## src/rtl/trig_phase_nco_if.sv

```systemverilog
// Bus between the phase sequencer, its trig stage and the sample consumer.
// Quadrature signals exist only when TRIG_NCO_QUAD_EN is defined.
//
// Handshake: the master raises sample_valid with sample_out (and sample_q_out)
// stable and holds both unchanged until a cycle where sample_valid && sample_ready;
// that cycle completes the transfer. sample_ready may toggle freely and never
// depends combinationally on sample_valid.
interface trig_phase_nco_if #(
  parameter int WS = 10
);
  logic [31:0]   phase_out;
  logic [WS-1:0] mag_in;
  logic          sig_in;
  logic [WS:0]   sample_out;
  logic          sample_valid;
  logic          sample_ready;
`ifdef TRIG_NCO_QUAD_EN
  logic [31:0]   phase_q_out;
  logic [WS-1:0] mag_q_in;
  logic          sig_q_in;
  logic [WS:0]   sample_q_out;

  modport master (
    output phase_out, sample_out, sample_valid, phase_q_out, sample_q_out,
    input  mag_in, sig_in, sample_ready, mag_q_in, sig_q_in
  );
  modport slave (
    input  phase_out, sample_out, sample_valid, phase_q_out, sample_q_out,
    output mag_in, sig_in, sample_ready, mag_q_in, sig_q_in
  );
`else
  modport master (
    output phase_out, sample_out, sample_valid,
    input  mag_in, sig_in, sample_ready
  );
  modport slave (
    input  phase_out, sample_out, sample_valid,
    output mag_in, sig_in, sample_ready
  );
`endif
endinterface

```

## src/rtl/trig_phase_nco.sv

```systemverilog
// Phase-accumulator sequencer for a combinational sine stage: present phase, let it settle,
// capture signed sample, advance phase modulo 2*PER. Optional quadrature path: TRIG_NCO_QUAD_EN.
module trig_phase_nco #(
  parameter int PER    = 3142,
  parameter int WS     = 10,
  parameter int SETTLE = 2    // 1..15 settle cycles before capture
) (
  input  logic              clk,
  input  logic              rst_n,
  input  logic              en,
  input  logic [31:0]       step,
  input  logic              step_load,
  trig_phase_nco_if.master  bus,
  output logic              overrun,
  output logic [1:0]        state_dbg
);

  localparam logic [32:0] PERIOD   = 33'(2 * PER);
  localparam logic [32:0] QOFF     = 33'(PER / 2);
  localparam logic [31:0] STEP_MAX = 32'(2 * PER - 1);
  localparam logic [3:0]  CNT_LAST = 4'(SETTLE - 1);

  typedef enum logic [1:0] {
    S_IDLE    = 2'd0,
    S_SETTLE  = 2'd1,
    S_CAPTURE = 2'd2,
    S_HOLD    = 2'd3
  } state_t;

  state_t       state, state_nxt;
  logic [3:0]   cnt, cnt_nxt;
  logic         capture;
  logic         advance;

  logic [31:0]  acc;
  logic [31:0]  step_r;
  logic [32:0]  acc_sum;
  logic [31:0]  acc_next;
  logic [31:0]  step_clamped;

  logic [WS:0]  mag_ext;
  logic [WS:0]  sample_r;
  logic         valid_r;

  // acc and step_r are both below 2*PER, so one conditional subtract wraps the sum.
  assign acc_sum      = {1'b0, acc} + {1'b0, step_r};
  assign acc_next     = (acc_sum >= PERIOD) ? 32'(acc_sum - PERIOD) : acc_sum[31:0];
  assign step_clamped = ({1'b0, step} >= PERIOD) ? STEP_MAX : step;
  assign mag_ext      = {1'b0, bus.mag_in};

  always_comb begin
    state_nxt = state;
    cnt_nxt   = cnt;
    capture   = 1'b0;
    advance   = 1'b0;
    case (state)
      S_IDLE: begin
        if (en) begin
          state_nxt = S_SETTLE;
          cnt_nxt   = 4'd0;
        end
      end
      S_SETTLE: begin
        if (cnt == CNT_LAST) state_nxt = S_CAPTURE;
        else                 cnt_nxt   = cnt + 4'd1;
      end
      S_CAPTURE: begin
        capture   = 1'b1;
        state_nxt = S_HOLD;
      end
      S_HOLD: begin
        if (valid_r && bus.sample_ready) begin
          advance   = 1'b1;
          state_nxt = S_IDLE;
        end
      end
      default: state_nxt = S_IDLE;
    endcase
  end

  always_ff @(posedge clk or negedge rst_n) begin
    if (!rst_n) begin
      state <= S_IDLE;
      cnt   <= 4'd0;
    end else begin
      state <= state_nxt;
      cnt   <= cnt_nxt;
    end
  end

  // A step load only changes step_r; acc moves solely on a completed handshake.
  always_ff @(posedge clk or negedge rst_n) begin
    if (!rst_n) begin
      acc    <= 32'd0;
      step_r <= 32'd0;
    end else begin
      if (step_load) step_r <= step_clamped;
      if (advance)   acc    <= acc_next;
    end
  end

  always_ff @(posedge clk or negedge rst_n) begin
    if (!rst_n) begin
      sample_r <= '0;
      valid_r  <= 1'b0;
    end else if (capture) begin
      sample_r <= bus.sig_in ? -mag_ext : mag_ext;
      valid_r  <= 1'b1;
    end else if (advance) begin
      valid_r  <= 1'b0;
    end
  end

  // Any tick outside IDLE is lost, including one coinciding with the handshake.
  always_ff @(posedge clk or negedge rst_n) begin
    if (!rst_n)                     overrun <= 1'b0;
    else if (en && state != S_IDLE) overrun <= 1'b1;
  end

  assign bus.phase_out    = acc;
  assign bus.sample_out   = sample_r;
  assign bus.sample_valid = valid_r;
  assign state_dbg        = state;

`ifdef TRIG_NCO_QUAD_EN
  logic [32:0] q_sum;
  logic [WS:0] mag_q_ext;
  logic [WS:0] sample_q_r;

  assign q_sum     = {1'b0, acc} + QOFF;
  assign mag_q_ext = {1'b0, bus.mag_q_in};

  always_ff @(posedge clk or negedge rst_n) begin
    if (!rst_n)       sample_q_r <= '0;
    else if (capture) sample_q_r <= bus.sig_q_in ? -mag_q_ext : mag_q_ext;
  end

  assign bus.phase_q_out  = (q_sum >= PERIOD) ? 32'(q_sum - PERIOD) : q_sum[31:0];
  assign bus.sample_q_out = sample_q_r;
`else
  // QOFF only feeds the quadrature phase.
  logic unused_qoff;
  assign unused_qoff = ^QOFF;
`endif

endmodule
```

## src/flat_wrapper.sv

```systemverilog
// flat-port wrapper written by rule: the top's interface ports become plain ports
module trig_phase_nco_flat 
#(
  parameter int PER    = 3142,
  parameter int WS     = 10,
  parameter int SETTLE = 2                                         
)
  (clk, rst_n, en, step, step_load, overrun, state_dbg, bus_phase_out, bus_sample_out, bus_sample_valid, bus_mag_in, bus_sig_in, bus_sample_ready);
  trig_phase_nco_if #(.WS(WS)) bus_i ();
  input  logic clk;
  input  logic rst_n;
  input  logic en;
  input  logic [31:0] step;
  input  logic step_load;
  output logic overrun;
  output logic [1:0] state_dbg;
  output wire logic [$bits(bus_i.phase_out)-1:0] bus_phase_out;
  output wire logic [$bits(bus_i.sample_out)-1:0] bus_sample_out;
  output wire logic [$bits(bus_i.sample_valid)-1:0] bus_sample_valid;
  input wire logic [$bits(bus_i.mag_in)-1:0] bus_mag_in;
  input wire logic [$bits(bus_i.sig_in)-1:0] bus_sig_in;
  input wire logic [$bits(bus_i.sample_ready)-1:0] bus_sample_ready;
  assign bus_phase_out = bus_i.phase_out;
  assign bus_sample_out = bus_i.sample_out;
  assign bus_sample_valid = bus_i.sample_valid;
  assign bus_i.mag_in = bus_mag_in;
  assign bus_i.sig_in = bus_sig_in;
  assign bus_i.sample_ready = bus_sample_ready;
  trig_phase_nco #(.PER(PER), .WS(WS), .SETTLE(SETTLE)) u_core (.clk(clk), .rst_n(rst_n), .en(en), .step(step), .step_load(step_load), .bus(bus_i), .overrun(overrun), .state_dbg(state_dbg));
endmodule
```

## config.mk

```make
export PLATFORM = sky130hd
export DESIGN_NAME = trig_phase_nco_flat
export DESIGN_NICKNAME = d
export VERILOG_FILES = /design/src/rtl/trig_phase_nco_if.sv /design/src/rtl/trig_phase_nco.sv /design/src/flat_wrapper.sv
export SDC_FILE = /design/constraint.sdc
export NUM_CORES = 1
export LEC_CHECK = 0
export CAP_MARGIN = 20
export CORE_ASPECT_RATIO = 0.9
export CORE_MARGIN = 4
export CORE_UTILIZATION = 25
export DETAILED_ROUTE_END_ITERATION = 10
export GPL_TIMING_DRIVEN = 0
export HOLD_SLACK_MARGIN = 0.15
export SLEW_MARGIN = 25
export SYNTH_ARGS = -nofsm -noshare
export SYNTH_HDL_FRONTEND = slang
export SYNTH_SLANG_ARGS = --single-unit
```

## constraint.sdc

```tcl
create_clock -name clk -period 4.49 [get_ports clk]
set_input_delay 0.449 -clock clk [delete_from_list [all_inputs] [get_ports clk]]
set_output_delay 0.449 -clock clk [all_outputs]
set_load 0.005 [all_outputs]
```

==> results.json <==
{
  "fin_area_mm2": 0.00807,
  "num-nets-final": 936,
  "power_density_mw_per_mm2": 555,
  "syn-num-nets": 818,
  "worstSetupStartpointType": "flip-flop",
  "cp_max_fo": 10,
  "status": "completed",
  "drtIter0Drc": 295,
  "vias_per_cell": 5.08,
  "fp.dieW_um": 174,
  "path_delay_family": "compound AO/OA/AOI/OAI gates",
  "crit_required_ns": 4.71,
  "grt_pass1_wl_um": 30500,
  "die_y_um": 157,
  "path_clk_slew_ns": 0.07,
  "post_dp_cell_area_mm2": 0.00754,
  "slowest_delay_ns": 0.57,
  "yosysTopAreaCell": "dfrtp_1",
  "core_area_mm2": 0.0243,
  "syn_avg_cell_area_um2": 8.49,
  "antenna_found_initial": 0,
  "yosys_register_bits": 83,
  "slew_viol_final": 0,
  "synth_top_area_share": 0.335,
  "cp.arrival_ns": 4.65,
  "async_reset_ff_frac": 1.00,
  "hold_path.class": "flip-flop to flip-flop",
  "worst_pin_slew_ns": 0.780,
  "ios": 95,
  "endpoint_kind": "flip-flop",
  "placed_cells": 1131,
  "syn_inst": 729,
  "max_freq_mhz": 226,
  "ctsLongestPathBuffers": 2,
  "start_util": 0.255,
  "grt_overflow": 0,
  "maxSlewHeadroom": 0.475,
  "final_cells": 1160,
  "whs_ns": 0.468,
  "fillCellCount": 2549,
  "drive_above_1_share": 0.103,
  "wl_per_cell_um": 16.5,
  "route.detailed.drc": 0,
  "ys_seq_area_frac": 0.335,
  "cts_tree": "done",
  "netlist-cell-type-count": 73,
  "synth.area.top_cells": "dfrtp_1 (34%), ha_1 (8.1%), nand2_1 (5.5%), o21ai_0 (4.7%), xor2_1 (4.5%)",
  "ys.flop_type": "dfrtp_1",
  "final-hold-violation-count": 0,
  "synth-edff-count": 0,
  "grt_pass1_vias": 5728,
  "finalClockSkew_ns": 0.0100,
  "htree_num_levels": 3,
  "port-buffer-count": 93,
  "crit_chain": "ha_2, inv_1, fa_2, and2b_4, o2111ai_4, a2111o_1, buf_4, a21boi_1, nor4_1, a311oi_2, nand3_2, or4_4, buf_8, buf_6, nand3b_1, xor2_1, o21ai_0",
  "place_congestion": 0.882,
  "dr.pass1.iters": 5,
  "num_rows": 54,
  "synth_warnings": 0,
  "wl_um": 19100,
  "crit_type": "flip-flop to flip-flop",
  "vias": 5892,
  "cp_num_buf_inv": 4,
  "final_core_util": 0.332,
  "maxCapViolCount": 0,
  "ant_nets": 0,
  "grt_max_degree": 47,
  "grt_util_all_layers": 0.138,
  "rsz0062_at_grt": "true",
  "syn_area_mm2": 0.00619,
  "numCtsBuffers": 9,
  "cp_slowest_cell": "or4_4",
  "clk_latency_ns": 0.35,
  "hpwl_um": 14800,
  "root_buffer": "clkbuf_16",
  "die-area_mm2": 0.0273,
  "layout_min_cycle_time_ns": 4.43,
  "area_growth_pct": 30.3,
  "antenna_cells": 0,
  "clock_sinks": 83,
  "min_period_over_period": 0.986,
  "p_leak_uw": 0.00334,
  "setup_viol": 0,
  "vdd_drop_max_mv": 0.233
}
-- registers in the layout, indices dropped and copies added (netlist names) --
name and cells:
u_core.step_r 32, u_core.bus.sample_valid 1, u_core.bus.phase_out 32, u_core.overrun 1, u_core.cnt 4, u_core.state_dbg 2, u_core.bus.sample_out 11
-- power by group --
part / switching (uW) / total, uW / internal (uW)
Combinational: 1470 / 2650 / 1180
Clock: 330 / 723 / 392
Sequential: 170 / 1110 / 936
-- cell families after synthesis --
logic type,share of synthesized area
adders and majority gates,0.0841
xor gates and xnor gates,0.0764
muxes,0.0154
AOI/OAI and AO/OA,0.218
DFF,0.335
and+or+nand+nor,0.235
buffers and inverters,0.0362
-- layout by cell type, fill, tap and decap left out, types with 14 or more instances in the layout --
cell type	count
o21ai_0	53
ha_1	39
dfrtp_1	83
clkbuf_1	15
nor2_1	52
a21o_1	14
o21ai_1	15
xnor2_1	21
inv_1	24
nand4_1	18
clkdlybuf4s50_1	92
xor2_1	32
nand3_1	21
a21oi_1	44
buf_4	16
nor2b_1	22
nand2_1	89
-- worst paths after layout --
path	from	endpoint	slack, ns	cells past startpoint
min in group asynchronous	rst_n	u_core.bus.phase_out[18]	0.57	2
max	u_core.bus.phase_out[0]	u_core.bus.phase_out[9]	0.06	17
max in group asynchronous	rst_n	u_core.bus.sample_valid	3.37	3
max reg2reg	u_core.bus.phase_out[0]	u_core.bus.phase_out[9]	0.06	17
min reg2reg	u_core.overrun	u_core.overrun	0.47	1
min	u_core.overrun	u_core.overrun	0.47	1
-- cell type report --
type | instances | area (um^2) | share of cell area
clock buffer | 11 | 243 | 0.0301
buffer | 24 | 135 | 0.0168
inverter | 24 | 90.1 | 0.0112
timing repair buffer | 111 | 1090 | 0.135
sequential | 83 | 2080 | 0.258
multi-input combinational | 594 | 4010 | 0.497
clock inverter | 5 | 37.5 | 0.00465
tap | 308 | 385 | 0.0478
-- stage by stage --
stage	total power (uW)	TNS (ns)	setup slack, ns
2_1_floorplan	2670	0	0.253
3_3_place_gp	3570	-39.83	-0.899
3_5_place_dp	3600	-17.47	-0.721
4_1_cts	4410	-0.0130	-0.0111
5_1_grt	4830	-0.773	-0.0789
6_report	4480	0	0.0627
-- layer usage --
layer,part of all wire,vias to the layer above,GRT usage
met5,0,-,0
met4,0.0074,0,0.0256
met3,0.063,11,0.0324
met2,0.43,154,0.213
met1,0.50,2812,0.201
li1,-,2915,-
-- timing repair --
action	4_1_cts	5_1_grt
pin swaps	7	8
endpoints found under the setup margin	30	29
hold buffers	1	0
gates resized for setup	8	27
hold endpoints to repair	37	0
buffers inserted	7	9
-- cells in the mapped netlist (all sizes together), types with 2 or more instances --
| library cell | n |
|---|---|
| nand2b | 3 |
| a31oi | 5 |
| nor3 | 14 |
| and2 | 5 |
| nor3b | 3 |
| a21oi | 49 |
| o21ai | 68 |
| a221oi | 4 |
| buf | 7 |
| inv | 24 |
| and3 | 3 |
| nand2 | 91 |
| o22a | 6 |
| nand3b | 8 |
| nand3 | 22 |
| o311ai | 3 |
| a211oi | 7 |
| o21a | 3 |
| a2111oi | 5 |
| a21boi | 5 |
| o31a | 3 |
| nor4 | 13 |
| nand4 | 19 |
| or4 | 4 |
| o211ai | 4 |
| clkbuf | 21 |
| nor4b | 3 |
| or2 | 7 |
| mux2 | 4 |
| nor2 | 52 |
| o31ai | 5 |
| xnor2 | 22 |
| nand4b | 5 |
| a31o | 3 |
| a21o | 14 |
| xor2 | 32 |
| mux2i | 5 |
| o22ai | 3 |
| o221ai | 2 |
| ha | 40 |
| dfrtp | 83 |
| or3 | 8 |
| nor2b | 22 |
| a311oi | 4 |
Power figures use the tool's default switching activity.
